[config.mk]
export PLATFORM = sky130hd
export DESIGN_NAME = intr_ctrl_flat
export DESIGN_NICKNAME = d
export VERILOG_FILES = /design/src/rtl/intr_ctrl_pkg.sv /design/src/rtl/intr_ctrl_if.sv /design/src/rtl/intr_ctrl_arbiter.sv /design/src/rtl/intr_ctrl.sv /design/src/flat_wrapper.sv
export SDC_FILE = /design/constraint.sdc
export NUM_CORES = 1
export LEC_CHECK = 0
export ABC_CLOCK_PERIOD_IN_PS = 30600
export BUFFER_PORTS_ARGS = -buffer_cell sky130_fd_sc_hd__clkbuf_2
export CORE_ASPECT_RATIO = 2
export CORE_UTILIZATION = 35
export CTS_BUF_LIST = sky130_fd_sc_hd__clkbuf_8
export DETAILED_ROUTE_END_ITERATION = 8
export PLACE_DENSITY = 0.6
export SLEW_MARGIN = 15
export SYNTH_ARGS = -nofsm -noshare
export SYNTH_HDL_FRONTEND = slang
export SYNTH_SLANG_ARGS = --single-unit
[constraint.sdc]
create_clock -name pclk_i -period 30.6 [get_ports pclk_i]
set_input_delay 1.53 -clock pclk_i [delete_from_list [all_inputs] [get_ports pclk_i]]
set_output_delay 1.53 -clock pclk_i [all_outputs]
set_load 0.02 [all_outputs]
[src/rtl/intr_ctrl_pkg.sv]
// Shared definitions for the priority interrupt controller: default source
// count and the presentation FSM state type.
package intr_ctrl_pkg;

  localparam int NUM_PER_DEFAULT = 16;

  typedef enum logic [1:0] {
    S_IDLE     = 2'd0,
    S_PRESENT  = 2'd1,
    S_WAIT_CLR = 2'd2
  } state_t;

endpackage

[src/rtl/intr_ctrl_if.sv]
// APB-style priority-register access bus of the interrupt controller.
interface intr_ctrl_if
  import intr_ctrl_pkg::*;
#(
  parameter int ADDR_WIDTH = $clog2(NUM_PER_DEFAULT)
);
  logic [ADDR_WIDTH-1:0] paddr_i;
  logic [ADDR_WIDTH-1:0] pwdata_i;
  logic                  pwrite_i;
  logic                  psel_i;
  logic                  penable_i;
  logic                  pready_o;
  logic [ADDR_WIDTH-1:0] prdata_o;

  modport master (
    output paddr_i, pwdata_i, pwrite_i, psel_i, penable_i,
    input  pready_o, prdata_o
  );

  modport slave (
    input  paddr_i, pwdata_i, pwrite_i, psel_i, penable_i,
    output pready_o, prdata_o
  );
endinterface

[src/rtl/intr_ctrl_arbiter.sv]
// Combinational priority arbiter: highest priority value wins, ties go to
// the lowest source index.
module intr_prio_arbiter
  import intr_ctrl_pkg::*;
#(
  parameter int NUM_PER    = NUM_PER_DEFAULT,
  parameter int ADDR_WIDTH = $clog2(NUM_PER)
) (
  input  logic [NUM_PER-1:0]            active_i,
  input  logic [NUM_PER*ADDR_WIDTH-1:0] prio_flat_i,
  output logic                          found_o,
  output logic [ADDR_WIDTH-1:0]         idx_o
);

  logic [ADDR_WIDTH-1:0] w_best;
  logic [ADDR_WIDTH-1:0] w_cur;
  logic                  w_take;

  // Ascending scan with strict compare keeps the lowest index on ties.
  always_comb begin
    found_o = 1'b0;
    idx_o   = '0;
    w_best  = '0;
    w_cur   = '0;
    w_take  = 1'b0;
    for (int i = 0; i < NUM_PER; i++) begin
      w_cur   = prio_flat_i[i*ADDR_WIDTH +: ADDR_WIDTH];
      w_take  = active_i[i] & (~found_o | (w_cur > w_best));
      idx_o   = w_take ? ADDR_WIDTH'(i) : idx_o;
      w_best  = w_take ? w_cur : w_best;
      found_o = found_o | w_take;
    end
  end

endmodule

[src/rtl/intr_ctrl.sv]
// Priority interrupt controller with APB-programmable per-source priorities.
// Define INTR_CTRL_PRIO_READ_EN to enable priority register readback.
module intr_ctrl
  import intr_ctrl_pkg::*;
#(
  parameter int NUM_PER    = NUM_PER_DEFAULT,
  parameter int ADDR_WIDTH = $clog2(NUM_PER)
) (
  input  logic                  pclk_i,
  input  logic                  prst_i,
  intr_ctrl_if.slave            apb,
  output logic                  intr_valid_o,
  output logic [ADDR_WIDTH-1:0] intr_to_service_o,
  input  logic                  intr_serviced_i,
  input  logic [NUM_PER-1:0]    int_active_i
);

  logic [ADDR_WIDTH-1:0]         r_prio [NUM_PER];
  logic [NUM_PER*ADDR_WIDTH-1:0] w_prio_flat;
  logic                          w_xfer;
  logic                          w_found;
  logic [ADDR_WIDTH-1:0]         w_winner;
  state_t                        r_state;
  state_t                        w_state_nxt;
  logic                          r_valid;
  logic                          w_valid_nxt;
  logic [ADDR_WIDTH-1:0]         r_idx;
  logic [ADDR_WIDTH-1:0]         w_idx_nxt;

  assign w_xfer       = apb.psel_i & apb.penable_i;
  assign apb.pready_o = w_xfer & ~prst_i;

  // Flatten the priority array for the arbiter.
  always_comb begin
    w_prio_flat = '0;
    for (int i = 0; i < NUM_PER; i++) begin
      w_prio_flat[i*ADDR_WIDTH +: ADDR_WIDTH] = r_prio[i];
    end
  end

  // Priority register file; reset wins over a coincident write.
  always_ff @(posedge pclk_i) begin
    if (prst_i) begin
      for (int i = 0; i < NUM_PER; i++) begin
        r_prio[i] <= '0;
      end
    end else if (w_xfer && apb.pwrite_i) begin
      r_prio[apb.paddr_i] <= apb.pwdata_i;
    end
  end

`ifdef INTR_CTRL_PRIO_READ_EN
  logic [ADDR_WIDTH-1:0] r_prdata;

  // Registered readback, held between read transfers.
  always_ff @(posedge pclk_i) begin
    if (prst_i) begin
      r_prdata <= '0;
    end else if (w_xfer && !apb.pwrite_i) begin
      r_prdata <= r_prio[apb.paddr_i];
    end
  end

  assign apb.prdata_o = r_prdata;
`else
  assign apb.prdata_o = '0;
`endif

  intr_prio_arbiter #(
    .NUM_PER    (NUM_PER),
    .ADDR_WIDTH (ADDR_WIDTH)
  ) u_arb (
    .active_i    (int_active_i),
    .prio_flat_i (w_prio_flat),
    .found_o     (w_found),
    .idx_o       (w_winner)
  );

  // Next state. S_WAIT_CLR is the single valid-low cycle after an ack; its
  // exit edge arbitrates like S_IDLE so a still-pending source is presented
  // right after it, giving exactly one idle cycle between services.
  always_comb begin
    w_state_nxt = r_state;
    w_valid_nxt = r_valid;
    w_idx_nxt   = r_idx;
    case (r_state)
      S_IDLE, S_WAIT_CLR: begin
        if (w_found) begin
          w_state_nxt = S_PRESENT;
          w_valid_nxt = 1'b1;
          w_idx_nxt   = w_winner;
        end else begin
          w_state_nxt = S_IDLE;
          w_valid_nxt = 1'b0;
        end
      end
      S_PRESENT: begin
        if (intr_serviced_i) begin
          w_state_nxt = S_WAIT_CLR;
          w_valid_nxt = 1'b0;
        end else begin
          w_state_nxt = S_PRESENT;
          w_valid_nxt = 1'b1;
        end
      end
      default: begin
        w_state_nxt = S_IDLE;
        w_valid_nxt = 1'b0;
        w_idx_nxt   = '0;
      end
    endcase
  end

  // FSM state and registered presentation outputs.
  always_ff @(posedge pclk_i) begin
    if (prst_i) begin
      r_state <= S_IDLE;
      r_valid <= 1'b0;
      r_idx   <= '0;
    end else begin
      r_state <= w_state_nxt;
      r_valid <= w_valid_nxt;
      r_idx   <= w_idx_nxt;
    end
  end

  assign intr_valid_o      = r_valid;
  assign intr_to_service_o = r_idx;

endmodule

[src/flat_wrapper.sv]
// flat-port wrapper written by rule: the top's interface ports become plain ports
module intr_ctrl_flat import intr_ctrl_pkg::*;
#(
  parameter int NUM_PER    = NUM_PER_DEFAULT,
  parameter int ADDR_WIDTH = $clog2(NUM_PER)
)
  (pclk_i, prst_i, intr_valid_o, intr_to_service_o, intr_serviced_i, int_active_i, apb_paddr_i, apb_pwdata_i, apb_pwrite_i, apb_psel_i, apb_penable_i, apb_pready_o, apb_prdata_o);
  intr_ctrl_if #(.ADDR_WIDTH(ADDR_WIDTH)) apb_i ();
  input  logic pclk_i;
  input  logic prst_i;
  output logic intr_valid_o;
  output logic [ADDR_WIDTH-1:0] intr_to_service_o;
  input  logic intr_serviced_i;
  input  logic [NUM_PER-1:0] int_active_i;
  input wire logic [$bits(apb_i.paddr_i)-1:0] apb_paddr_i;
  input wire logic [$bits(apb_i.pwdata_i)-1:0] apb_pwdata_i;
  input wire logic [$bits(apb_i.pwrite_i)-1:0] apb_pwrite_i;
  input wire logic [$bits(apb_i.psel_i)-1:0] apb_psel_i;
  input wire logic [$bits(apb_i.penable_i)-1:0] apb_penable_i;
  output wire logic [$bits(apb_i.pready_o)-1:0] apb_pready_o;
  output wire logic [$bits(apb_i.prdata_o)-1:0] apb_prdata_o;
  assign apb_i.paddr_i = apb_paddr_i;
  assign apb_i.pwdata_i = apb_pwdata_i;
  assign apb_i.pwrite_i = apb_pwrite_i;
  assign apb_i.psel_i = apb_psel_i;
  assign apb_i.penable_i = apb_penable_i;
  assign apb_pready_o = apb_i.pready_o;
  assign apb_prdata_o = apb_i.prdata_o;
  intr_ctrl #(.NUM_PER(NUM_PER), .ADDR_WIDTH(ADDR_WIDTH)) u_core (.pclk_i(pclk_i), .prst_i(prst_i), .apb(apb_i), .intr_valid_o(intr_valid_o), .intr_to_service_o(intr_to_service_o), .intr_serviced_i(intr_serviced_i), .int_active_i(int_active_i));
endmodule
==> reports/metrics.cfg <==
[synth]
yosysWarnings=0
synth_most_common_cell=edfxtp_1
synth-async-reset-ratio=0
synth_edf_count=64
ys_ff_latch=70
synthTopCellsByArea=edfxtp_1, ha_1, nor3_1
ys_seq_area_frac=0.3410
syn-instance-count=659
ys.flop_type=edfxtp_1
ys_top_cells_by_count=edfxtp_1, ha_1, nor3_1, inv_1, nand2_1
synth_top_area_cell=edfxtp_1
synth.cell_area_sq_um=5988
avgSynthCellArea_sq_um=9.087
synth_top_cell_area_share=0.3209
yosysUniqueCellTypes=83

[critical_path]
arrival_ns=28.19
critical_path_depth=115
reg2reg_depth=114
crit_path_end_kind=flip-flop
slowest_stage=a311oi_1
cp_max_fo=14
reg2reg_from=u_core.r_prio[0][2]
start_kind=input pin
path_delay_family=compound AO/OA/AOI/OAI gates
crit_start=int_active_i[0]
critPathKind=in2reg
path_common_cell=a21oi_1
max_stage_delay_ns=0.86
crit_buf_inv=7
worstPathRequired_ns=30.84

[sta]
period_needed_ns=27.96
max_freq_mhz=35.77
finalSetupViolCount=0
hold_slack_ns=0.4760
worstMarginPinSlew_ns=1.054
fin_crit_sh=0.9136
slew_headroom=0.2929
skew_ns=0.01095
slew_violations=0
final.setup.tns_ns=0
rsz0062_at_grt=no
hold_violations=0

[cts]
cts_buffers=9
clockBufferDepth=2
cts_resized=0
cts_root_buf=clkbuf_8
cts_setup_buffers=0
clock_latency_ns=0.36
cts.htree.levels=3
path_clk_slew_ns=0.07
holdBufCountCts=0
clock_sinks=70
cts_tree=built

[drt]
ant_nets=0
routedWlPerCell_microns=18.89
vias=5365
routed_wl_microns=16760
drc=0
first_pass_iters=5
drt-vias-per-instance=6.048
drt_iter0_drc=344

[grt]
track_usage=0.1980
grt_max_degree=21
antenna_found_initial=0
grt_overflow_total=0
grt_pass1_wl_microns=26690
grt_pass1_vias=5474

[layout]
utilization=0.3877
final_nets=757
final_layout_size_suffix_gt1_frac=0.1235
antenna_cells=0
multi_input_area_sq_um=3610
ff_latch_area_sq_um=2042
n_fill_cell=1729
synthToLayoutAreaGrowth_pct=8.546

[floorplanning]
core_area_sq_um=16770
die_w_microns=94.49
die_h_microns=187.0
rows=67
top_level_ports=40
die_area_sq_um=17670
start_util=0.3572

[power_and_ir_drop]
p_leak_nw=2.552
pwr-share-seq=0.150
share_comb_of_total_power=0.748
clkPwrFrac=0.102
p_switching_mw=0.3754
p_int_mw=0.4092
cellPowerDensity_nw_per_um2=120.7
irDropWorstVdd_mv=0.04702
sw_frac_of_total=0.4785

[hold_path]
hold_path.class=reg2reg
hold_path_depth=1
min_from=u_core.intr_to_service_o[3]

[run_status]
status=completed

[placed_design]
portBuffers=35
gp_congestion=0.8924
hpwl_microns=13400

[job]
drv_cap=0

==> state kept, by name, indices dropped and copies added, names as in the netlist <==
signal and count:
u_core.r_state 2, u_core.intr_to_service_o 4, u_core.r_prio 64
==> per-stage QoR <==
stage / cells / setup slack [ns] / power [mW] / cell area (sq um)
5_1_grt: 887 / 0.5945 / 0.8587 / 6500
2_1_floorplan: 662 / 6.992 / 0.5679 / 6000
3_3_place_gp: 871 / 3.247 / 0.6797 / 6285
4_1_cts: 887 / 2.893 / 0.7836 / 6500
6_report: 887 / 2.644 / 0.7846 / 6500
3_5_place_dp: 871 / 2.622 / 0.7017 / 6285
==> cells by family after synthesis <==
kind of cell / synth area share
buffers and inverters: 0.05809
AOI/OAI and AO/OA: 0.2549
muxes: 0.02737
DFF: 0.3410
and+or+nand+nor: 0.2077
adders and majority gates: 0.1103
other: 0.0006262
==> cells in the final DEF, fill, tap and decap left out, types with 4 or more instances in the layout <==
cell / Yosys / layout
nand2b_1: 16 / 16
nor4_1: 13 / 13
nor2b_1: 13 / 13
nor2_1: 27 / 27
ha_1: 52 / 52
a21oi_1: 33 / 33
clkbuf_2: 0 / 35
a41oi_1: 5 / 5
o21a_1: 10 / 10
a21boi_0: 5 / 5
and3_1: 8 / 8
a21o_1: 9 / 9
nor3_1: 51 / 51
edfxtp_1: 64 / 64
mux2_2: 7 / 7
a31o_2: 4 / 4
a22oi_1: 4 / 4
o31ai_1: 9 / 9
a211oi_1: 10 / 10
o2111ai_1: 5 / 5
dfxtp_1: 6 / 6
conb_1: 1 / 4
mux2i_1: 7 / 7
inv_1: 49 / 51
nand4_1: 9 / 9
nand3_1: 11 / 11
nand2_1: 44 / 44
a211o_1: 4 / 4
clkbuf_8: 0 / 9
a22o_1: 4 / 4
or2_2: 6 / 6
o211ai_1: 11 / 11
a31oi_1: 10 / 10
o21ai_0: 36 / 36
and2_1: 4 / 4
or3_1: 10 / 10
==> layout make-up <==
cell class	instances	area share
sequential	70	0.3141
clock buffer	9	0.01906
inverter	49	0.02830
clock inverter	7	0.01405
timing repair buffer	37	0.02926
multi-input combinational	508	0.5553
tap	207	0.03985
==> power groups by stage <==
stage	Clock, mW	Combinational, mW	Sequential, mW
finish	0.0800	0.587	0.118
global placement	0	0.560	0.119
CTS	0.0807	0.585	0.118
global route	0.0845	0.656	0.118
floorplan	0	0.448	0.120
detailed placement	0	0.582	0.120
==> worst paths after layout <==
check,endpoint,slack [ns]
worst max register to register,u_core.intr_to_service_o[2],3.69
worst max-delay path,u_core.intr_to_service_o[2],2.64
worst min-delay path,u_core.intr_to_service_o[3],0.48
worst min register to register,u_core.intr_to_service_o[3],0.48
==> layer usage <==
layer | wire, microns | track usage | vias to the layer above
met2 | 9463 | 0.3796 | 154
met3 | 406 | 0.02317 | 65
li1 | - | - | 2580
met5 | 0 | 0 | -
met1 | 5789 | 0.1872 | 2566
met4 | 1098 | 0.1323 | 0
(Power assumes the default switching activity.)
